==> src/rtl/gpio_uart_pkg.sv <==
// gpio_uart_pkg: shared register offsets, STATUS bit positions, TX/RX state
// encodings and the divisor clamp used by gpio_uart and gpio_uart_rx.
package gpio_uart_pkg;

    localparam logic [7:0] OFS_DATA   = 8'h00;
    localparam logic [7:0] OFS_CTRL   = 8'h04;
    localparam logic [7:0] OFS_DIV    = 8'h08;
    localparam logic [7:0] OFS_STATUS = 8'h0C;

    localparam int STAT_TX_BUSY   = 0;
    localparam int STAT_RX_VALID  = 1;
    localparam int STAT_OVERRUN   = 2;
    localparam int STAT_FRAME_ERR = 3;

    localparam logic [15:0] DIV_MIN = 16'd3;

    typedef enum logic [1:0] {
        TX_IDLE  = 2'd0,
        TX_START = 2'd1,
        TX_DATA  = 2'd2,
        TX_STOP  = 2'd3
    } tx_state_t;

    typedef enum logic [1:0] {
        RX_IDLE  = 2'd0,
        RX_START = 2'd1,
        RX_DATA  = 2'd2,
        RX_STOP  = 2'd3
    } rx_state_t;

    // Divisor actually used for bit timing: small values are clamped so the
    // half-bit sample point in the receiver is always at least one clock out.
    function automatic logic [15:0] eff_div(input logic [15:0] div);
        return (div < DIV_MIN) ? DIV_MIN : div;
    endfunction

endpackage

==> src/rtl/gpio_uart_rx.sv <==
// gpio_uart_rx: 2-flop synchronizer, 8N1 receive state machine and bit-period
// sample counter. Reports a one-cycle strobe when a frame completes with a
// good stop bit (o_byte_ok) or a bad one (o_frame_err); o_data holds the byte.
module gpio_uart_rx
    import gpio_uart_pkg::*;
(
    input  logic        i_clk,
    input  logic        i_rst,
    input  logic        i_rx_in,
    input  logic        i_rx_en,
    input  logic [15:0] i_div,
    output logic        o_byte_ok,
    output logic        o_frame_err,
    output logic [7:0]  o_data,
    output rx_state_t   o_state
);

    logic        r_sync1;
    logic        r_sync2;
    logic        r_prev;
    rx_state_t   r_state;
    rx_state_t   w_next;
    logic [15:0] r_cnt;
    logic [2:0]  r_bits;
    logic [7:0]  r_shift;

    logic [15:0] w_eff;
    logic [15:0] w_half_m1;
    logic        w_fall;
    logic        w_tick;

    // (eff+1)/2 - 1 written without a 17-bit intermediate
    assign w_eff     = eff_div(i_div);
    assign w_half_m1 = (w_eff >> 1) - {15'd0, ~w_eff[0]};
    assign w_fall    = r_prev & ~r_sync2;

    // Sample strobe: half a bit into START, one full bit period otherwise
    always_comb begin
        w_tick = 1'b0;
        case (r_state)
            RX_START: w_tick = (r_cnt == w_half_m1);
            RX_DATA,
            RX_STOP:  w_tick = (r_cnt == w_eff);
            default:  w_tick = 1'b0;
        endcase
    end

    // Next-state and frame-completion strobes; disabling rx_en aborts at once
    always_comb begin
        w_next      = r_state;
        o_byte_ok   = 1'b0;
        o_frame_err = 1'b0;
        if (!i_rx_en) begin
            w_next = RX_IDLE;
        end else begin
            case (r_state)
                RX_IDLE:  if (w_fall) w_next = RX_START;
                RX_START: if (w_tick) w_next = r_sync2 ? RX_IDLE : RX_DATA;
                RX_DATA:  if (w_tick && r_bits == 3'd7) w_next = RX_STOP;
                RX_STOP: begin
                    if (w_tick) begin
                        w_next      = RX_IDLE;
                        o_byte_ok   = r_sync2;
                        o_frame_err = ~r_sync2;
                    end
                end
                default:  w_next = RX_IDLE;
            endcase
        end
    end

    // State register
    always_ff @(posedge i_clk) begin
        if (i_rst) r_state <= RX_IDLE;
        else       r_state <= w_next;
    end

    // Synchronizer, edge history, sample counter and LSB-first shift register
    always_ff @(posedge i_clk) begin
        if (i_rst) begin
            r_sync1 <= 1'b1;
            r_sync2 <= 1'b1;
            r_prev  <= 1'b1;
            r_cnt   <= 16'd0;
            r_bits  <= 3'd0;
            r_shift <= 8'd0;
        end else begin
            r_sync1 <= i_rx_in;
            r_sync2 <= r_sync1;
            r_prev  <= r_sync2;
            if (r_state == RX_IDLE || w_next != r_state || w_tick) r_cnt <= 16'd0;
            else                                                   r_cnt <= r_cnt + 16'd1;
            if (r_state == RX_START) begin
                r_bits <= 3'd0;
            end else if (r_state == RX_DATA && w_tick) begin
                r_bits  <= r_bits + 3'd1;
                r_shift <= {r_sync2, r_shift[7:1]};
            end
        end
    end

    assign o_data  = r_shift;
    assign o_state = r_state;

endmodule

==> src/rtl/gpio_uart.sv <==
// gpio_uart: Wishbone-attached 8N1 UART driving a TX GPIO pad and sampling an
// RX GPIO pad through their 3-pin core interfaces. Holds the bus decode,
// CTRL/DIV/STATUS registers and the transmit state machine.
// Optional feature macro: GPIO_UART_IRQ_EN adds the registered irq output
// and the CTRL[2] irq_en bit.
//
// Handshake: an access is taken on any clock where cyc & stb & ~ack and the
// address is in this block's 256-byte window; ack is raised on the next edge
// for exactly one cycle, with read data registered alongside it.
module gpio_uart
    import gpio_uart_pkg::*;
#(
    parameter logic [31:0] BASE_ADR    = 32'h2100_0100,
    parameter logic [15:0] DIV_DEFAULT = 16'd867
)(
    input  logic        wb_clk_i,
    input  logic        wb_rst_i,
    input  logic [31:0] wb_adr_i,
    input  logic [31:0] wb_dat_i,
    input  logic [3:0]  wb_sel_i,
    input  logic        wb_we_i,
    input  logic        wb_cyc_i,
    input  logic        wb_stb_i,
    output logic        wb_ack_o,
    output logic [31:0] wb_dat_o,
    output logic        tx_gpio_out,
    output logic        tx_gpio_oeb,
    output logic        tx_gpio_ieb,
    input  logic        rx_gpio_in,
    output logic        rx_gpio_oeb,
    output logic        rx_gpio_ieb
`ifdef GPIO_UART_IRQ_EN
    ,
    output logic        irq
`endif
);

    logic        r_ack;
    logic [31:0] r_dat_o;
    logic        r_tx_en;
    logic        r_rx_en;
    logic [15:0] r_div;
    logic        r_rx_valid;
    logic        r_overrun;
    logic        r_frame_err;
    logic [7:0]  r_rx_byte;

    tx_state_t   r_tx_state;
    tx_state_t   w_tx_next;
    logic [15:0] r_tx_cnt;
    logic [2:0]  r_tx_bits;
    logic [7:0]  r_tx_shift;
    logic        r_tx_out;

    logic        w_hit;
    logic        w_acc;
    logic        w_wr;
    logic        w_rd;
    logic [7:0]  w_ofs;
    logic        w_data_rd;
    logic        w_stat_wr;
    logic        w_tx_start;
    logic        w_tx_tick;
    logic        w_tx_busy;
    logic [15:0] w_eff;
    logic [3:0]  w_status;
    logic        w_irq_en;
    logic        w_rx_ok;
    logic        w_rx_ferr;
    logic [7:0]  w_rx_data;
    rx_state_t   w_rx_state;
    logic        w_unused;

    assign w_ofs      = wb_adr_i[7:0];
    assign w_hit      = wb_cyc_i & wb_stb_i & (wb_adr_i[31:8] == BASE_ADR[31:8]);
    assign w_acc      = w_hit & ~r_ack;
    assign w_wr       = w_acc & wb_we_i & wb_sel_i[0];
    assign w_rd       = w_acc & ~wb_we_i;
    assign w_data_rd  = w_rd & (w_ofs == OFS_DATA);
    assign w_stat_wr  = w_wr & (w_ofs == OFS_STATUS);
    assign w_eff      = eff_div(r_div);
    assign w_tx_busy  = (r_tx_state != TX_IDLE);
    assign w_tx_tick  = (r_tx_state != TX_IDLE) && (r_tx_cnt == w_eff);
    assign w_tx_start = w_wr & (w_ofs == OFS_DATA) & r_tx_en & (r_tx_state == TX_IDLE);

    assign w_status[STAT_TX_BUSY]   = w_tx_busy;
    assign w_status[STAT_RX_VALID]  = r_rx_valid;
    assign w_status[STAT_OVERRUN]   = r_overrun;
    assign w_status[STAT_FRAME_ERR] = r_frame_err;

    assign wb_ack_o    = r_ack;
    assign wb_dat_o    = r_dat_o;
    assign tx_gpio_out = r_tx_out;
    assign tx_gpio_oeb = ~r_tx_en;
    assign tx_gpio_ieb = 1'b1;
    assign rx_gpio_oeb = 1'b1;
    assign rx_gpio_ieb = ~r_rx_en;

    assign w_unused = &{1'b0, wb_dat_i[31:16], wb_sel_i[3:1], w_rx_state};

    gpio_uart_rx u_rx (
        .i_clk       (wb_clk_i),
        .i_rst       (wb_rst_i),
        .i_rx_in     (rx_gpio_in),
        .i_rx_en     (r_rx_en),
        .i_div       (r_div),
        .o_byte_ok   (w_rx_ok),
        .o_frame_err (w_rx_ferr),
        .o_data      (w_rx_data),
        .o_state     (w_rx_state)
    );

    // Single-cycle acknowledge for in-window accesses
    always_ff @(posedge wb_clk_i) begin
        if (wb_rst_i) r_ack <= 1'b0;
        else          r_ack <= w_acc;
    end

    // Registered read mux; zero outside read acks
    always_ff @(posedge wb_clk_i) begin
        if (wb_rst_i) begin
            r_dat_o <= 32'd0;
        end else if (w_rd) begin
            case (w_ofs)
                OFS_DATA:   r_dat_o <= {24'd0, r_rx_byte};
                OFS_CTRL:   r_dat_o <= {29'd0, w_irq_en, r_rx_en, r_tx_en};
                OFS_DIV:    r_dat_o <= {16'd0, r_div};
                OFS_STATUS: r_dat_o <= {28'd0, w_status};
                default:    r_dat_o <= 32'd0;
            endcase
        end else begin
            r_dat_o <= 32'd0;
        end
    end

    // CTRL enables and DIV
    always_ff @(posedge wb_clk_i) begin
        if (wb_rst_i) begin
            r_tx_en <= 1'b0;
            r_rx_en <= 1'b0;
            r_div   <= DIV_DEFAULT;
        end else if (w_wr) begin
            case (w_ofs)
                OFS_CTRL: begin
                    r_tx_en <= wb_dat_i[0];
                    r_rx_en <= wb_dat_i[1];
                end
                OFS_DIV:  r_div <= wb_dat_i[15:0];
                default:  ;
            endcase
        end
    end

    // Receive holding register and sticky flags; a DATA read coinciding with
    // a new byte returns the old byte and the new one replaces it silently
    always_ff @(posedge wb_clk_i) begin
        if (wb_rst_i) begin
            r_rx_valid  <= 1'b0;
            r_overrun   <= 1'b0;
            r_frame_err <= 1'b0;
            r_rx_byte   <= 8'd0;
        end else begin
            if (w_rx_ok && (!r_rx_valid || w_data_rd)) begin
                r_rx_byte  <= w_rx_data;
                r_rx_valid <= 1'b1;
            end else if (w_data_rd) begin
                r_rx_valid <= 1'b0;
            end
            if (w_rx_ok && r_rx_valid && !w_data_rd) r_overrun <= 1'b1;
            else if (w_stat_wr && wb_dat_i[STAT_OVERRUN]) r_overrun <= 1'b0;
            if (w_rx_ferr) r_frame_err <= 1'b1;
            else if (w_stat_wr && wb_dat_i[STAT_FRAME_ERR]) r_frame_err <= 1'b0;
        end
    end

    // TX next-state; clearing tx_en returns to IDLE from any state
    always_comb begin
        w_tx_next = r_tx_state;
        if (!r_tx_en) begin
            w_tx_next = TX_IDLE;
        end else begin
            case (r_tx_state)
                TX_IDLE:  if (w_tx_start) w_tx_next = TX_START;
                TX_START: if (w_tx_tick) w_tx_next = TX_DATA;
                TX_DATA:  if (w_tx_tick && r_tx_bits == 3'd7) w_tx_next = TX_STOP;
                TX_STOP:  if (w_tx_tick) w_tx_next = TX_IDLE;
                default:  w_tx_next = TX_IDLE;
            endcase
        end
    end

    // TX state register
    always_ff @(posedge wb_clk_i) begin
        if (wb_rst_i) r_tx_state <= TX_IDLE;
        else          r_tx_state <= w_tx_next;
    end

    // TX bit counter, shifter and registered line level
    always_ff @(posedge wb_clk_i) begin
        if (wb_rst_i) begin
            r_tx_cnt   <= 16'd0;
            r_tx_bits  <= 3'd0;
            r_tx_shift <= 8'd0;
            r_tx_out   <= 1'b1;
        end else begin
            if (r_tx_state == TX_IDLE || w_tx_next != r_tx_state || w_tx_tick) r_tx_cnt <= 16'd0;
            else                                                              r_tx_cnt <= r_tx_cnt + 16'd1;
            case (w_tx_next)
                TX_START: r_tx_out <= 1'b0;
                TX_DATA:  if (r_tx_state == TX_START || w_tx_tick) r_tx_out <= r_tx_shift[0];
                default:  r_tx_out <= 1'b1;
            endcase
            if (w_tx_start) begin
                r_tx_shift <= wb_dat_i[7:0];
            end else if ((r_tx_state == TX_START || r_tx_state == TX_DATA) && w_tx_tick) begin
                r_tx_shift <= r_tx_shift >> 1;
            end
            if (r_tx_state == TX_START)                  r_tx_bits <= 3'd0;
            else if (r_tx_state == TX_DATA && w_tx_tick) r_tx_bits <= r_tx_bits + 3'd1;
        end
    end

`ifdef GPIO_UART_IRQ_EN
    logic r_irq_en;
    logic r_irq;

    // irq_en bit and registered interrupt level
    always_ff @(posedge wb_clk_i) begin
        if (wb_rst_i) begin
            r_irq_en <= 1'b0;
            r_irq    <= 1'b0;
        end else begin
            if (w_wr && w_ofs == OFS_CTRL) r_irq_en <= wb_dat_i[2];
            r_irq <= r_irq_en & (r_rx_valid | r_overrun | r_frame_err);
        end
    end

    assign w_irq_en = r_irq_en;
    assign irq      = r_irq;
`else
    assign w_irq_en = 1'b0;
`endif

endmodule
==> config.mk <==
export PLATFORM = sky130hd
export DESIGN_NAME = gpio_uart
export DESIGN_NICKNAME = d
export VERILOG_FILES = /design/src/rtl/gpio_uart_pkg.sv /design/src/rtl/gpio_uart_rx.sv /design/src/rtl/gpio_uart.sv
export SDC_FILE = /design/constraint.sdc
export NUM_CORES = 1
export LEC_CHECK = 0
export CAP_MARGIN = 5
export CORE_MARGIN = 3
export CORE_UTILIZATION = 60
export CTS_BUF_LIST = sky130_fd_sc_hd__clkbuf_4
export DETAILED_ROUTE_END_ITERATION = 8
export DONT_BUFFER_PORTS = 1
export PLACE_DENSITY_LB_ADDON = 0.05
export SLEW_MARGIN = 40
export SYNTH_ARGS = -nofsm -noshare
export SYNTH_HDL_FRONTEND = slang
export SYNTH_SLANG_ARGS = --single-unit
export TNS_END_PERCENT = 10
==> constraint.sdc <==
create_clock -name wb_clk_i -period 10.5 [get_ports wb_clk_i]
set_input_delay 1.05 -clock wb_clk_i [delete_from_list [all_inputs] [get_ports wb_clk_i]]
set_output_delay 1.05 -clock wb_clk_i [all_outputs]
set_load 0.01 [all_outputs]
==> Flow_metrics.wiki, run 1 <==
{| class="wikitable"
! Metric !! Value
|-
| Main flop type after synthesis || sky130_fd_sc_hd__dfxtp_1
|-
| Maximum count of clock buffers along a single path || 2
|-
| Start point of the worst hold path || u_rx.r_sync1
|-
| Detailed-route wire length per cell || between 15 and 20 um
|-
| Hold Slack || 0.4343 ns
|-
| DRT antenna net count || 0
|-
| Number of failing hold endpoints at the final stage || 0
|-
| Number of inserted diodes || 0
|-
| Power per unit of standard cell area || about 100 nW/um^2
|-
| Maximum number of pins on one net before global-route repair || 70
|-
| Warning count from the yosys run || 0
|-
| Post-synthesis cell count || 719
|-
| Capturing point of the worst reg2reg path || u_rx.r_cnt[13]
|-
| Worst Hold Endpoint || u_rx.r_sync2
|-
| Worst hold path depth || 1
|-
| Number of top-level design ports || around 110
|-
| CP startpoint kind || flip-flop
|-
| Starting Density || 0.6358
|-
| Routed vias/inst || 6.044
|-
| Startpoint of the lowest-slack register-to-register path || r_div[5]
|-
| Instance count after placement with tap cells included || roughly 800
|-
| Layout net count || approximately 770
|-
| Arrival time at the worst endpoint || about 5.3 ns
|-
| Required time reported for the critical path endpoint || approximately 11 ns
|-
| Shortest period the worst path allows || 4.968 ns
|-
| Syn Area/Cell || 8.403 um^2
|-
| RSZ-0062 raised after global routing || false
|-
| Post_cts resized || 0
|-
| TritonCTS clock tree || done
|-
| Maximum achievable frequency || approximately 0.20 GHz
|-
| Max rail drop VDD || about 0.00011 V
|-
| Post-Route Utilization || 0.6391
|-
| Area of the placeable core || ~9500 um^2
|-
| Status || complete, no violations
|-
| Overall power consumption || around 610 uW
|-
| Post-synth top area share || 0.3578
|-
| Setup repair bufs after CTS || 0
|-
| Commonest cells in the synthesized netlist || sky130_fd_sc_hd__dfxtp_1, sky130_fd_sc_hd__nor2_1, sky130_fd_sc_hd__nand2_1, sky130_fd_sc_hd__clkbuf_1, sky130_fd_sc_hd__mux2i_1
|-
| Number of hold-repair buffers added at the cts stage || 0
|-
| Global-route usage over all layers || 0.2535
|-
| Startpoint of the most critical setup path || r_div[5]
|-
| Startpoint-to-endpoint class of the critical path || reg2reg
|-
| Routability congestion estimate || around 0.89
|-
| Worst min-delay path category || reg2reg
|-
| Die outline width || 106.4 um
|-
| Cells taking the most area after synthesis || sky130_fd_sc_hd__dfxtp_1, sky130_fd_sc_hd__mux2i_1, sky130_fd_sc_hd__xor2_1, sky130_fd_sc_hd__nor2_1, sky130_fd_sc_hd__nand2_1
|-
| Maxcap violations || 0
|-
| Total negative slack || 0 ns
|-
| Internal reg-to-reg setup slack || roughly 5.5 ns
|-
| Vert. Die Dim || 106.4 um
|-
| Yosys reg bits || ~110
|-
| DRC violations left || 0
|-
| Transition time at the pin with the least slew margin || roughly 0.8 ns
|-
| Share of synthesized area occupied by flip-flops and latches || 0.3578
|-
| Final worst path period share || 0.4732
|-
| Library cell with the largest summed area after synthesis || sky130_fd_sc_hd__dfxtp_1
|-
| Area growth from synthesis to final layout || 0.5176%
|-
| Port Buffers || 0
|-
| Post-synth EDFFs || 0
|-
| Mapped Area || 6042 um^2
|-
| Layout cell share with drive strength beyond 1 || 0.05248
|-
| Global-route wire length before repair || between 20 and 25 mm
|-
| Via count of the routed design || ~4.9k
|-
| Top-count cell post-synth || sky130_fd_sc_hd__dfxtp_1
|-
| Worst clock skew || ~0.013 ns
|-
| Async S/R FF share, synth || 0
|-
| Element type at the critical path end || flip-flop
|-
| Worst relative slew slack || 0.4556
|-
| Area of the die || 11310 um^2
|-
| Number of distinct standard cells referenced by the synthesized netlist || 69
|-
| Routed wire length || 14.29 mm
|-
| Cell at the root of the clock tree || sky130_fd_sc_hd__clkbuf_4
|-
| Number of standard cells in the layout, taps in and fillers out || between 800 and 900
|-
| Worst reg-to-reg path cell count || 15
|-
| Fillcell total || ~870
|-
| DP HPWL || a little over 10 mm
|-
| Maximum fanout count along the critical path || 16
|-
| Via count of the first global-routing pass || 4761
|-
| Iteration count of the initial detailed-routing pass || 5
|-
| Number of antenna violations at the first check in global routing || 0
|-
| Area taken by flip-flops and latches || 2163 um^2
|-
| Final count of negative-setup-slack endpoints || 0
|-
| CTS H-tree depth || 3
|-
| Worst-path clk slew || roughly 0.15 ns
|-
| Num rows || 35
|-
| Drt initial violations || 329
|-
| Leakage power summed over all cells || 2.331 nW
|-
| Clock Sink Count || around 110
|-
| Number of clock buffers inserted by TritonCTS || 9
|-
| Latest clock arrival within the worst-skew pair || approximately 0.45 ns
|-
| Grt total ovfl || 0
|-
| Multi-input gate area || between 3000 and 4000 um^2
|-
| Final Slew Violations || 0
|}
==> layer usage <==
| layer | up-vias | part of all wire | track usage |
|---|---|---|---|
| li1 | 2409 | - | - |
| met1 | 2303 | 0.43 | 0.3243 |
| met2 | 205 | 0.48 | 0.4285 |
| met3 | 9 | 0.082 | 0.06315 |
| met4 | 0 | 0.0074 | 0.06198 |
| met5 | - | 0 | 0 |
==> layout make-up <==
type / instances / share of cell area
Clock buffer: 11 / 0.01360
Tap cell: 129 / 0.02658
Sequential cell: 108 / 0.3562
Multi-Input combinational cell: 540 / 0.5826
Clock inverter: 5 / 0.005562
Timing Repair Buffer: 3 / 0.003708
Inverter: 19 / 0.01174
==> report_power, final <==
group	internal (mW)	leakage, nW	switching, mW	total, mW
registers	0.410	0.871	0.000292	0.411
clock network	0.0551	0.0669	0.132	0.187
logic	0.00450	1.39	0.00382	0.00832
==> sequential cells by signal (all words and copies together) (netlist names), 2 cells and up <==
| register | flops |
|---|---|
| r_tx_cnt | 16 |
| u_rx.o_data | 8 |
| u_rx.r_bits | 3 |
| u_rx.r_cnt | 16 |
| r_tx_bits | 3 |
| r_tx_shift | 8 |
| r_tx_state | 2 |
| u_rx.o_state | 2 |
| r_div | 16 |
| wb_dat_o | 16 |
| r_rx_byte | 8 |
==> worst max-delay path by stage <==
stage	to	cells after the start	slack, ns
floorplan	u_rx.r_bits[1]	17	6.42
global placement	u_rx.r_cnt[10]	15	5.72
detailed placement	u_rx.r_cnt[9]	15	5.67
CTS	u_rx.r_cnt[9]	15	5.66
global route	u_rx.r_cnt[9]	15	5.18
finish	u_rx.r_cnt[13]	15	5.53
==> critical path, cell delays in order, from the launching register on <==
cell and delay, ns:
sky130_fd_sc_hd__dfxtp_1 0.74, sky130_fd_sc_hd__nor3_1 0.24, sky130_fd_sc_hd__and3_1 0.30, sky130_fd_sc_hd__and2_1 0.19, sky130_fd_sc_hd__nor2_1 0.10, sky130_fd_sc_hd__ha_1 0.23, sky130_fd_sc_hd__ha_1 0.24, sky130_fd_sc_hd__or3b_1 0.52
sky130_fd_sc_hd__and4_1 0.26, sky130_fd_sc_hd__or4_1 0.49, sky130_fd_sc_hd__nor4_1 0.28, sky130_fd_sc_hd__nand4_1 0.18, sky130_fd_sc_hd__nor4_2 0.24, sky130_fd_sc_hd__buf_4 0.26, sky130_fd_sc_hd__or2_1 0.47, sky130_fd_sc_hd__nor2_1 0.11
==> cell usage in the layout (no fill, tap or decap), types with 4 or more instances in the layout <==
master / n
sky130_fd_sc_hd__a211oi_1: 10
sky130_fd_sc_hd__a21oi_1: 20
sky130_fd_sc_hd__a31oi_1: 12
sky130_fd_sc_hd__and2_1: 11
sky130_fd_sc_hd__and3_1: 9
sky130_fd_sc_hd__and4_1: 4
sky130_fd_sc_hd__clkbuf_4: 11
sky130_fd_sc_hd__conb_1: 18
sky130_fd_sc_hd__dfxtp_1: 107
sky130_fd_sc_hd__ha_1: 12
sky130_fd_sc_hd__inv_1: 17
sky130_fd_sc_hd__mux2i_1: 38
sky130_fd_sc_hd__nand2_1: 65
sky130_fd_sc_hd__nand2b_1: 23
sky130_fd_sc_hd__nand3_1: 13
sky130_fd_sc_hd__nand3b_1: 11
sky130_fd_sc_hd__nand4_1: 13
sky130_fd_sc_hd__nor2_1: 79
sky130_fd_sc_hd__nor2b_1: 10
sky130_fd_sc_hd__nor3_1: 17
sky130_fd_sc_hd__nor3b_1: 4
sky130_fd_sc_hd__nor4_1: 15
sky130_fd_sc_hd__nor4b_1: 8
sky130_fd_sc_hd__o21ai_0: 13
sky130_fd_sc_hd__o21ai_1: 4
sky130_fd_sc_hd__o22ai_1: 4
sky130_fd_sc_hd__or3_1: 6
sky130_fd_sc_hd__or4_1: 4
sky130_fd_sc_hd__xnor2_1: 20
sky130_fd_sc_hd__xor2_1: 37
==> stage by stage <==
stage | setup WS, ns | area [um^2]
after floorplan | 6.420 | 6102
after global placement | 5.721 | 5932
after detailed placement | 5.673 | 5937
after CTS | 5.656 | 6053
after global routing | 5.180 | 6073
final | 5.532 | 6073
==> kinds of logic (layout without fill, tap and decap cells) <==
| kind of cell | after synthesis | count (layout) | share of synthesized area |
|---|---|---|---|
| XOR/XNOR | 57 | 57 | 0.08263 |
| AO/OA/AOI/OAI | 96 | 96 | 0.1087 |
| AND/OR/NAND/NOR | 314 | 314 | 0.2783 |
| buffers and inverters | 87 | 38 | 0.07041 |
| multiplexers | 43 | 43 | 0.07600 |
| flip-flops | 108 | 108 | 0.3578 |
| other | 2 | 18 | 0.001243 |
| adder cells (fa/ha/maj) | 12 | 12 | 0.02485 |
Power figures use the tool's default switching activity.
==> inputs of run 2 (changes only) <==
- clock period: 10.5 -> 4.3 ns (I/O delays scaled with it)
==> Flow_metrics.wiki, run 2 (synthesis gave the netlist of run 1 again) <==
{| class="wikitable"
! Metric !! Value
|-
| Startpoint-to-endpoint class of the critical path || reg2reg (unchanged)
|-
| Num rows || 35 (unchanged)
|-
| Required time reported for the critical path endpoint || 4.72 ns (was 10.83 ns)
|-
| Maximum achievable frequency || 0.2511 GHz (was 0.2013 GHz)
|-
| Maximum number of pins on one net before global-route repair || 44 (was 70)
|-
| Vert. Die Dim || 106.4 um (unchanged)
|-
| Leakage power summed over all cells || 2.494 nW (was 2.331 nW)
|-
| Number of standard cells in the layout, taps in and fillers out || 841 (was 815)
|-
| Crit path cell chain || or2_1, a2111oi_1, and2_1, nor2_1, ha_1, ha_1, or3b_1, and4_1, or4_1, nor4_1, nand4_1, nor4_2, buf_4, nand3b_2, mux2i_1 (was nor3_1, and3_1, and2_1, nor2_1, ha_1, ha_1, or3b_1, and4_1, or4_1, nor4_1, nand4_1, nor4_2, buf_4, or2_1, nor2_1)
|-
| Area of the die || 11310 um^2 (unchanged)
|-
| Hold Slack || 0.05123 ns (was 0.4343 ns)
|-
| Largest stage delay, worst path || 0.50 ns (was 0.74 ns)
|-
| Setup repair bufs after CTS || 0 (unchanged)
|-
| Worst-path clk slew || 0.17 ns (was 0.15 ns)
|-
| Worst clock skew || 0.01846 ns (was 0.01324 ns)
|-
| Worst Setup EP || u_rx.o_data[2] (was u_rx.r_cnt[13])
|-
| Layout cell share with drive strength beyond 1 || 0.08287 (was 0.05248)
|-
| Worst reg-to-reg path cell count || 15 (unchanged)
|-
| Maximum fanout count along the critical path || 12 (was 16)
|-
| Transition time at the pin with the least slew margin || 0.8213 ns (was 0.8052 ns)
|-
| Port Buffers || 0 (unchanged)
|-
| RSZ-0062 raised after global routing || false (unchanged)
|-
| TritonCTS clock tree || done (unchanged)
|-
| CP startpoint kind || flip-flop (unchanged)
|-
| Total negative slack || 0 ns (unchanged)
|-
| Die outline width || 106.4 um (unchanged)
|-
| Drt initial violations || 278 (was 329)
|-
| DRC violations left || 0 (unchanged)
|-
| Most common library cell in the layout ignoring fill and taps || sky130_fd_sc_hd__dfxtp_1 (unchanged)
|-
| Via count of the routed design || 5030 (was 4926)
|-
| Maximum count of clock buffers along a single path || 2 (unchanged)
|-
| Number of top-level design ports || 112 (unchanged)
|-
| Worst relative slew slack || 0.4453 (was 0.4556)
|-
| Detailed-route wire length per cell || 17.51 um (was 17.53 um)
|-
| Element type at the critical path end || flip-flop (unchanged)
|-
| Worst min-delay path category || in2reg (was reg2reg)
|-
| Number of clock buffers inserted by TritonCTS || 9 (unchanged)
|-
| Status || complete, no violations (unchanged)
|-
| Layout net count || 793 (was 767)
|-
| Setup ws final || 0.3177 ns (was 5.532 ns)
|-
| Final count of negative-setup-slack endpoints || 0 (unchanged)
|-
| Final Slew Violations || 0 (unchanged)
|-
| Instance count after placement with tap cells included || 822 (was 799)
|-
| Max rail drop VDD || 0.0002252 V (was 0.0001084 V)
|-
| Number of antenna violations at the first check in global routing || 0 (unchanged)
|-
| Routability congestion estimate || 0.9019 (was 0.8917)
|-
| Cell area reported after detailed placement || 6117 um^2 (was 5937 um^2)
|-
| DRT antenna net count || 0 (unchanged)
|-
| Area of the placeable core || 9503 um^2 (unchanged)
|-
| Latest clock arrival within the worst-skew pair || 0.48 ns (was 0.45 ns)
|-
| Post-Route Utilization || 0.6652 (was 0.6391)
|-
| Iteration count of the initial detailed-routing pass || 5 (unchanged)
|-
| Global-route wire length before repair || 23.94 mm (was 23.25 mm)
|-
| DP HPWL || 10.60 mm (was 10.27 mm)
|-
| Power per unit of standard cell area || 258.0 nW/um^2 (was 99.81 nW/um^2)
|-
| Final worst path period share || 0.9261 (was 0.4732)
|-
| Commonest cells after routing, fill and taps aside || sky130_fd_sc_hd__dfxtp_1, sky130_fd_sc_hd__nor2_1, sky130_fd_sc_hd__nand2_1 (unchanged)
|-
| Shortest period the worst path allows || 3.982 ns (was 4.968 ns)
|-
| Internal reg-to-reg setup slack || 0.32 ns (was 5.53 ns)
|-
| Cell area after layout || 6321 um^2 (was 6073 um^2)
|-
| Number of inserted diodes || 0 (unchanged)
|-
| Maxcap violations || 0 (unchanged)
|-
| Cell with the biggest individual delay on the critical path || sky130_fd_sc_hd__or4_1 (was sky130_fd_sc_hd__dfxtp_1)
|-
| Startpoint of the lowest-slack register-to-register path || r_div[13] (was r_div[5])
|-
| Routed wire length || 14.73 mm (was 14.29 mm)
|-
| Starting Density || 0.6358 (unchanged)
|-
| Pre-CTS worst setup slack || 0.3804 ns (was 5.673 ns)
|-
| Most common cell type on the critical path || sky130_fd_sc_hd__ha_1
|-
| Routed vias/inst || 5.981 (was 6.044)
|-
| Global-route usage over all layers || 0.2646 (was 0.2535)
|-
| Capturing point of the worst reg2reg path || u_rx.o_data[2] (was u_rx.r_cnt[13])
|-
| Area growth from synthesis to final layout || 4.618% (was 0.5176%)
|-
| Cell at the root of the clock tree || sky130_fd_sc_hd__clkbuf_4 (unchanged)
|-
| Grt total ovfl || 0 (unchanged)
|-
| Overall power consumption || 1.631 mW (was 606.2 uW)
|-
| Number of failing hold endpoints at the final stage || 0 (unchanged)
|-
| Via count of the first global-routing pass || 4731 (was 4761)
|-
| CTS H-tree depth || 3 (unchanged)
|-
| Clock Sink Count || 108 (unchanged)
|-
| Arrival time at the worst endpoint || 4.40 ns (was 5.30 ns)
|-
| Startpoint of the most critical setup path || r_div[13] (was r_div[5])
|}
run 2: final cells by class:
| cell class | count | area (um^2) |
|---|---|---|
| timing repair buffer | 29 | 232.7 |
| clock buffer | 10 | 75.07 |
| multi-input combinational | 540 | 3525 |
| inverter | 19 | 71.32 |
| fill | 842 | 3182 |
| tap | 129 | 161.4 |
| sequential | 108 | 2162 |
| clock inverter | 6 | 93.84 |
run 2: power by group:
part | internal, mW | leakage [nW] | switching, mW
Clock | 0.249 | 0.0929 | 0.351
Combinational | 0.0125 | 1.53 | 0.0148
Sequential | 1.00 | 0.870 | 0.000713
run 2: per-layer routing:
layer	GRT usage	share of wire	routed length, um
met5	0	0	0
met4	0.08973	0.018	265
met3	0.05282	0.077	1135
met2	0.4258	0.46	6830
met1	0.3548	0.44	6496
run 2: repair_timing:
action	in CTS	in global routing
hold buffers	2	1
endpoints found under the setup margin	0	1
resized for setup	0	1
hold endpoints to repair	31	1
run 2: worst min-delay path by stage:
stage                 startpoint  slack (ns)  cells past startpoint      endpoint
global placement    u_rx.r_sync1        0.40                      1  u_rx.r_sync2
CTS                     wb_rst_i       0.004                      1     r_overrun
detailed placement  u_rx.r_sync1        0.42                      1  u_rx.r_sync2
floorplan           u_rx.r_sync1        0.39                      1  u_rx.r_sync2
global route          rx_gpio_in        0.02                      1  u_rx.r_sync1
finish                rx_gpio_in        0.05                      1  u_rx.r_sync1
run 2: critical path, delay by kind of cell, from the launching register on:
family | cells | cell delay (ns)
and+or+nand+nor | 10 | 2.47
muxes | 1 | 0.25
buffers and inverters | 1 | 0.26
DFF | 1 | 0.36
AOI/OAI and AO/OA | 1 | 0.10
adders and majority gates | 2 | 0.48
